$ cat src/rtl/jump_target_unit.sv
// jump_target_unit: decodes j/jal/jr/jalr and produces a registered redirect
// target with a one-cycle taken pulse. It also keeps a circular return-address
// stack so that the predicted target of a return can be checked against the
// resolved register value.
//
// Optional feature macro: JTU_STATS_EN adds the saturating JumpCount and
// MispredictCount outputs.
//
// Ports:
//   Clk             in   rising-edge clock
//   Reset           in   synchronous, active-low reset
//   InstrValid      in   Instruction/PCPlus4/JumpRegister valid this cycle
//   Stall           in   freezes all state; the pulses drop to 0
//   Instruction     in   32-bit instruction word in decode
//   PCPlus4         in   address of the instruction + 4
//   JumpRegister    in   resolved rs value for jr/jalr
//   JumpAddress     out  registered redirect target
//   JumpTaken       out  one-cycle pulse; JumpAddress is valid
//   IsReturn        out  pulse aligned with JumpTaken; the jump was jr $31
//   PredAddress     out  RAS top popped for the last return
//   PredValid       out  PredAddress is meaningful (RAS was non-empty at pop)
//   Mispredict      out  pulse; the popped prediction differed from JumpRegister
//   RASCount        out  RAS occupancy, 0..RAS_DEPTH
//   JumpCount       out  (JTU_STATS_EN) accepted jumps, saturating
//   MispredictCount out  (JTU_STATS_EN) mispredicts, saturating
module jump_target_unit #(
  parameter int ADDR_WIDTH = 32,
  parameter int RAS_DEPTH  = 8,
  parameter int RAS_PTR_W  = 3
) (
  input  logic                  Clk,
  input  logic                  Reset,
  input  logic                  InstrValid,
  input  logic                  Stall,
  input  logic [31:0]           Instruction,
  input  logic [ADDR_WIDTH-1:0] PCPlus4,
  input  logic [ADDR_WIDTH-1:0] JumpRegister,
  output logic [ADDR_WIDTH-1:0] JumpAddress,
  output logic                  JumpTaken,
  output logic                  IsReturn,
  output logic [ADDR_WIDTH-1:0] PredAddress,
  output logic                  PredValid,
  output logic                  Mispredict,
  output logic [RAS_PTR_W:0]    RASCount
`ifdef JTU_STATS_EN
  ,
  output logic [15:0]           JumpCount,
  output logic [15:0]           MispredictCount
`endif
);

  localparam logic [RAS_PTR_W:0]   CNT_FULL = (RAS_PTR_W+1)'(RAS_DEPTH);
  localparam logic [RAS_PTR_W:0]   CNT_ONE  = (RAS_PTR_W+1)'(1);
  localparam logic [RAS_PTR_W-1:0] PTR_ONE  = RAS_PTR_W'(1);

  logic [5:0] opcode;
  logic [5:0] funct;
  logic [4:0] rs;
  logic       is_j;
  logic       is_jal;
  logic       is_jr;
  logic       is_jalr;
  logic       is_jump;
  logic       accept;
  logic       push;
  logic       pop;
  logic       ras_nonempty;

  logic [ADDR_WIDTH-1:0] target;
  logic [ADDR_WIDTH-1:0] ras_top;
  logic [ADDR_WIDTH-1:0] ras_q [RAS_DEPTH];

  logic [ADDR_WIDTH-1:0] jump_addr_q, jump_addr_d;
  logic                  taken_q, taken_d;
  logic                  is_ret_q, is_ret_d;
  logic [ADDR_WIDTH-1:0] pred_addr_q, pred_addr_d;
  logic                  pred_valid_q, pred_valid_d;
  logic                  mispred_q, mispred_d;
  logic [RAS_PTR_W-1:0]  wptr_q, wptr_d;
  logic [RAS_PTR_W:0]    count_q, count_d;

  assign opcode  = Instruction[31:26];
  assign funct   = Instruction[5:0];
  assign rs      = Instruction[25:21];

  // Only the two real register-jump functs count; other opcode-0 functs are ALU ops.
  assign is_j    = opcode == 6'b000010;
  assign is_jal  = opcode == 6'b000011;
  assign is_jr   = opcode == 6'b000000 && funct == 6'b001000;
  assign is_jalr = opcode == 6'b000000 && funct == 6'b001001;
  assign is_jump = is_j | is_jal | is_jr | is_jalr;

  assign accept  = InstrValid & ~Stall & is_jump;
  assign push    = accept & (is_jal | is_jalr);
  // jalr $31 is a call, not a return, so only jr can pop.
  assign pop     = accept & is_jr & (rs == 5'd31);

  assign target  = (is_j | is_jal)
                 ? {PCPlus4[ADDR_WIDTH-1:28], Instruction[25:0], 2'b00}
                 : JumpRegister;

  // The write pointer names the next free slot, so the top lives one below it.
  assign ras_top      = ras_q[wptr_q - PTR_ONE];
  assign ras_nonempty = count_q != '0;

  always_comb begin
    jump_addr_d  = accept ? target : jump_addr_q;
    taken_d      = accept;
    is_ret_d     = pop;
    pred_addr_d  = pred_addr_q;
    pred_valid_d = pred_valid_q;
    mispred_d    = 1'b0;
    wptr_d       = wptr_q;
    count_d      = count_q;
    if (push) begin
      wptr_d  = wptr_q + PTR_ONE;
      count_d = (count_q == CNT_FULL) ? count_q : count_q + CNT_ONE;
    end
    if (pop) begin
      pred_valid_d = ras_nonempty;
      pred_addr_d  = ras_nonempty ? ras_top : pred_addr_q;
      mispred_d    = ras_nonempty && (ras_top != JumpRegister);
      wptr_d       = ras_nonempty ? wptr_q - PTR_ONE : wptr_q;
      count_d      = ras_nonempty ? count_q - CNT_ONE : count_q;
    end
  end

  always_ff @(posedge Clk) begin
    if (!Reset) begin
      jump_addr_q  <= '0;
      taken_q      <= 1'b0;
      is_ret_q     <= 1'b0;
      pred_addr_q  <= '0;
      pred_valid_q <= 1'b0;
      mispred_q    <= 1'b0;
      wptr_q       <= '0;
      count_q      <= '0;
    end else begin
      jump_addr_q  <= jump_addr_d;
      taken_q      <= taken_d;
      is_ret_q     <= is_ret_d;
      pred_addr_q  <= pred_addr_d;
      pred_valid_q <= pred_valid_d;
      mispred_q    <= mispred_d;
      wptr_q       <= wptr_d;
      count_q      <= count_d;
    end
  end

  // Entries are not cleared; a full push simply overwrites the oldest slot.
  always_ff @(posedge Clk) begin
    if (Reset && push) ras_q[wptr_q] <= PCPlus4;
  end

  assign JumpAddress = jump_addr_q;
  assign JumpTaken   = taken_q;
  assign IsReturn    = is_ret_q;
  assign PredAddress = pred_addr_q;
  assign PredValid   = pred_valid_q;
  assign Mispredict  = mispred_q;
  assign RASCount    = count_q;

`ifdef JTU_STATS_EN
  logic [15:0] jump_cnt_q, jump_cnt_d;
  logic [15:0] mis_cnt_q, mis_cnt_d;

  always_comb begin
    jump_cnt_d = (accept && jump_cnt_q != 16'hFFFF) ? jump_cnt_q + 16'd1 : jump_cnt_q;
    mis_cnt_d  = (mispred_d && mis_cnt_q != 16'hFFFF) ? mis_cnt_q + 16'd1 : mis_cnt_q;
  end

  always_ff @(posedge Clk) begin
    if (!Reset) begin
      jump_cnt_q <= '0;
      mis_cnt_q  <= '0;
    end else begin
      jump_cnt_q <= jump_cnt_d;
      mis_cnt_q  <= mis_cnt_d;
    end
  end

  assign JumpCount       = jump_cnt_q;
  assign MispredictCount = mis_cnt_q;
`endif

endmodule

$ cat config.mk
export PLATFORM = sky130hd
export DESIGN_NAME = jump_target_unit
export DESIGN_NICKNAME = d
export VERILOG_FILES = /design/src/rtl/jump_target_unit.sv
export SDC_FILE = /design/constraint.sdc
export NUM_CORES = 1
export LEC_CHECK = 0
export ABC_AREA = 1
export ABC_CLOCK_PERIOD_IN_PS = 11400
export BUFFER_PORTS_ARGS = -buffer_cell sky130_fd_sc_hd__buf_2
export CAP_MARGIN = 20
export CELL_PAD_IN_SITES_DETAIL_PLACEMENT = 1
export CELL_PAD_IN_SITES_GLOBAL_PLACEMENT = 2
export CORE_ASPECT_RATIO = 2
export CORE_UTILIZATION = 39
export CTS_BUF_LIST = sky130_fd_sc_hd__clkbuf_8 sky130_fd_sc_hd__clkbuf_16
export DETAILED_ROUTE_END_ITERATION = 10
export GPL_ROUTABILITY_DRIVEN = 1
export PLACE_DENSITY = 0.88
export SLEW_MARGIN = 0
export SYNTH_ARGS = -nofsm -noshare
export SYNTH_HDL_FRONTEND = slang
export SYNTH_SLANG_ARGS = --single-unit
$ cat constraint.sdc
create_clock -name Clk -period 11.4 [get_ports Clk]
set_input_delay 1.71 -clock Clk [delete_from_list [all_inputs] [get_ports Clk]]
set_output_delay 1.71 -clock Clk [all_outputs]
set_load 0.01 [all_outputs]
==> flow_metrics.py <==
metrics = {
    "setup_path": {
        "worst_path_max_delay_cell": "dfxtp_4",
        "crit_required_ns": 11.86,
        "criticalPathCategory": "flip-flop to flip-flop",
        "path_buf_inv": 3,
        "slowest_delay_ns": 0.96,
        "cp_cell_sequence": "inv_2, ha_2, inv_2, buf_4, nand3_1, nand3_1, nand2_1, nand2_1, nand2_1, nor2_1, nand2_1, nor2_1, nand2_1, nor2_1, nor2_1",
        "path_max_fanout": 81,
        "crit_path_start_kind": "flip-flop",
        "crit_path_end_kind": "flip-flop",
        "path_common_cell": "nand2_1",
        "cp_top_family": "buffers and inverters",
        "cp.arrival_ns": 4.88,
    },
    "pwr": {
        "comb_power_share_pct": 2.8,
        "powerDensity_nw_per_um2": 142,
        "seqPwrFrac_pct": 55.4,
        "swShare_pct": 21.0,
        "total_leakage_power_uw": 0.00711,
        "irDropWorstVdd_uv": 120,
        "p_sw_uw": 493,
        "clockPowerShare_pct": 41.8,
        "intPower_uw": 1850,
    },
    "floorplan": {
        "pin_count": 172,
        "start_util_pct": 39.4,
        "coreArea_um2": 36400,
        "die_area_um2": 37600,
        "die_h_um": 273,
        "rows": 99,
        "fp.dieW_um": 138,
    },
    "timing": {
        "hold_viol": 0,
        "period_minus_slack_ns": 4.42,
        "fmax_ghz": 0.226,
        "setup_viol": 0,
        "skew_ns": 0.0121,
        "maxSlewHeadroom_pct": 37.2,
        "fin_setup_tns_ns": 0,
        "fin_crit_sh_pct": 38.8,
        "slew_violations": 0,
        "grt_setup_unrepaired": "no",
        "max_slew.worst_pin.slew_ns": 0.942,
    },
    "synth": {
        "yosys-top-cells-area": "edfxtp_1 54%, nand2_1 13%, dfxtp_1 10%, nand3_1 4.7%, inv_1 4.0%",
        "synth_top_area_cell": "edfxtp_1",
        "synth_ff_type": "edfxtp_1",
        "syn-num-nets": 1625,
        "ys_seq_elements": 331,
        "avgSynthCellArea_um2": 9.44,
        "netlist.area_leader.share_pct": 53.6,
        "syn_inst": 1520,
        "synth-edff-count": 256,
        "yosysMostFrequentCell": "nand2_1",
        "yosysSeqAreaShare_pct": 64.0,
        "ys_warn_count": 0,
        "synth_commonest_cells": "498 x nand2_1, 256 x edfxtp_1, 153 x inv_1",
        "syn_area_um2": 14400,
        "ys_types": 32,
        "synthArstFlopShare_pct": 0,
    },
    "finish": {
        "n_fill_cell": 4246,
        "stdcell_count": 2142,
        "area.growth.synth_to_final_pct": 15.2,
        "final_area_um2": 16500,
        "layout-drive-gt1-share_pct": 14.9,
        "nets": 1769,
    },
    "placement": {
        "gp_congestion": 0.805,
        "hpwl_um": 30000,
        "io_buffers": 171,
        "place_inst": 2087,
        "placed_area_um2": 15600,
    },
    "clocking": {
        "htreeDepth": 1,
        "clk_latency_ns": 0.57,
        "cts_resized": 0,
        "cts-root-buf": "clkbuf_16",
        "clk_pin_slew_ns": 0.07,
        "numCtsBuffers": 29,
        "cts_setup_buffers": 0,
        "clock-sinks": 331,
        "cts_tree": "yes",
        "clockBufferDepth": 3,
        "holdBufCountCts": 0,
    },
    "global_route": {
        "grt_overflow_total": 0,
        "grt_pass1_vias": 11600,
        "antenna_found_initial": 3,
        "grt_first_pass_wirelength_um": 66800,
        "track_usage_pct": 24.2,
        "grt_start_max_net_pins": 82,
    },
    "detailed_routing": {
        "wl_per_cell_um": 21.0,
        "drt_iter0_markers": 535,
        "dr.pass1.iters": 5,
        "viasPerCell": 5.21,
        "post-route-drc-count": 0,
        "dr_total_vias": 11200,
        "wl_um": 45000,
        "ant_nets": 0,
    },
    "run_status": {
        "run_status": "finished clean",
    },
    "run": {
        "cap_violations": 0,
    },
    "hold_path": {
        "hp-class": "flip-flop to flip-flop",
    },
}
==> logic make-up (layout without fill, tap and decap cells) <==
family / Yosys count / after routing / share of synthesized area, %
XOR/XNOR: 5 / 5 / 0.410
AO/OA/AOI/OAI: 152 / 152 / 5.64
buffers and inverters: 233 / 400 / 6.55
other: 0 / 1 / 0
adder cells (fa/ha/maj): 5 / 5 / 0.488
flip-flops: 331 / 331 / 64.0
AND/OR/NAND/NOR: 794 / 794 / 22.9
==> path summary, 6_finish.rpt <==
kind,start,to,slack (ns),cells after the start
setup reg to reg,wptr_q[0],Mispredict,6.98,15
hold / removal,PredAddress[0],PredAddress[0],0.48,1
setup / recovery,wptr_q[0],Mispredict,6.98,15
hold reg to reg,PredAddress[0],PredAddress[0],0.48,1
==> through the flow <==
stage / power, uW / utilization (%) / hold WS [ns] / setup slack, ns
floorplan: 1340 / - / 0.492 / 6.11
global placement: 1390 / 42.8 / 0.458 / 6.77
detailed placement: 1390 / 42.8 / 0.469 / 6.63
CTS: 2360 / 45.4 / 0.485 / 6.90
global route: 2400 / 45.4 / 0.516 / 6.65
finish: 2340 / 45.4 / 0.478 / 6.98
==> worst register-to-register path: stages (launching register included) <==
cell and delay [ns]:
dfxtp_4 0.96, inv_2 0.52, ha_2 0.63, inv_2 0.40, buf_4 0.56, nand3_1 0.18, nand3_1 0.14, nand2_1 0.09
nand2_1 0.06, nand2_1 0.20, nor2_1 0.16, nand2_1 0.06, nor2_1 0.09, nand2_1 0.10, nor2_1 0.10, nor2_1 0.04
==> power by group through the flow <==
stage                     Combinational, uW  Sequential [uW]  Clock [uW]
after floorplan                        18.2             1320           0
after global placement                 64.1             1320           0
after detailed placement               65.9             1320           0
after CTS                              66.2             1300        1000
after global routing                   71.0             1300        1040
final                                  66.0             1300         980
==> routing by layer <==
layer / global-route usage [%] / vias up / wire, um / part of all wire (%)
li1: - / 5279 / - / -
met1: 26.5 / 5433 / 16800 / 37
met2: 45.0 / 353 / 23700 / 53
met3: 2.83 / 98 / 2360 / 5.2
met4: 11.9 / 2 / 2110 / 4.7
met5: 0 / - / 13 / 0.029
==> registers in the layout, indices dropped and copies added, names as in the netlist <==
| register | count |
|---|---|
| PredAddress | 32 |
| RASCount | 4 |
| wptr_q | 3 |
| JumpTaken | 1 |
| PredValid | 1 |
| Mispredict | 1 |
| ras_q | 256 |
| IsReturn | 1 |
| JumpAddress | 32 |
==> layout by cell type, fill, tap and decap left out, drive strengths merged, types with 4 or more instances in the layout <==
| master | n |
|---|---|
| nor2 | 122 |
| edfxtp | 256 |
| a21oi | 37 |
| clkinvlp | 5 |
| dfxtp | 75 |
| inv | 163 |
| nor3 | 9 |
| a31oi | 31 |
| ha | 4 |
| buf | 188 |
| o21ai | 80 |
| clkbuf | 29 |
| clkinv | 12 |
| nand3b | 25 |
| nand2 | 499 |
| nand3 | 134 |
==> area by class of cell <==
cell class	count	area (um^2)	area share (%)
antenna	1	2.50	0.0151
timing repair buffer	188	983	5.95
multi-input combinational	956	4270	25.8
tap	454	568	3.43
clock buffer	29	726	4.39
clock inverter	25	206	1.25
inverter	158	593	3.59
sequential	331	9190	55.6
No activity file was read; power rests on OpenSTA's default activity.
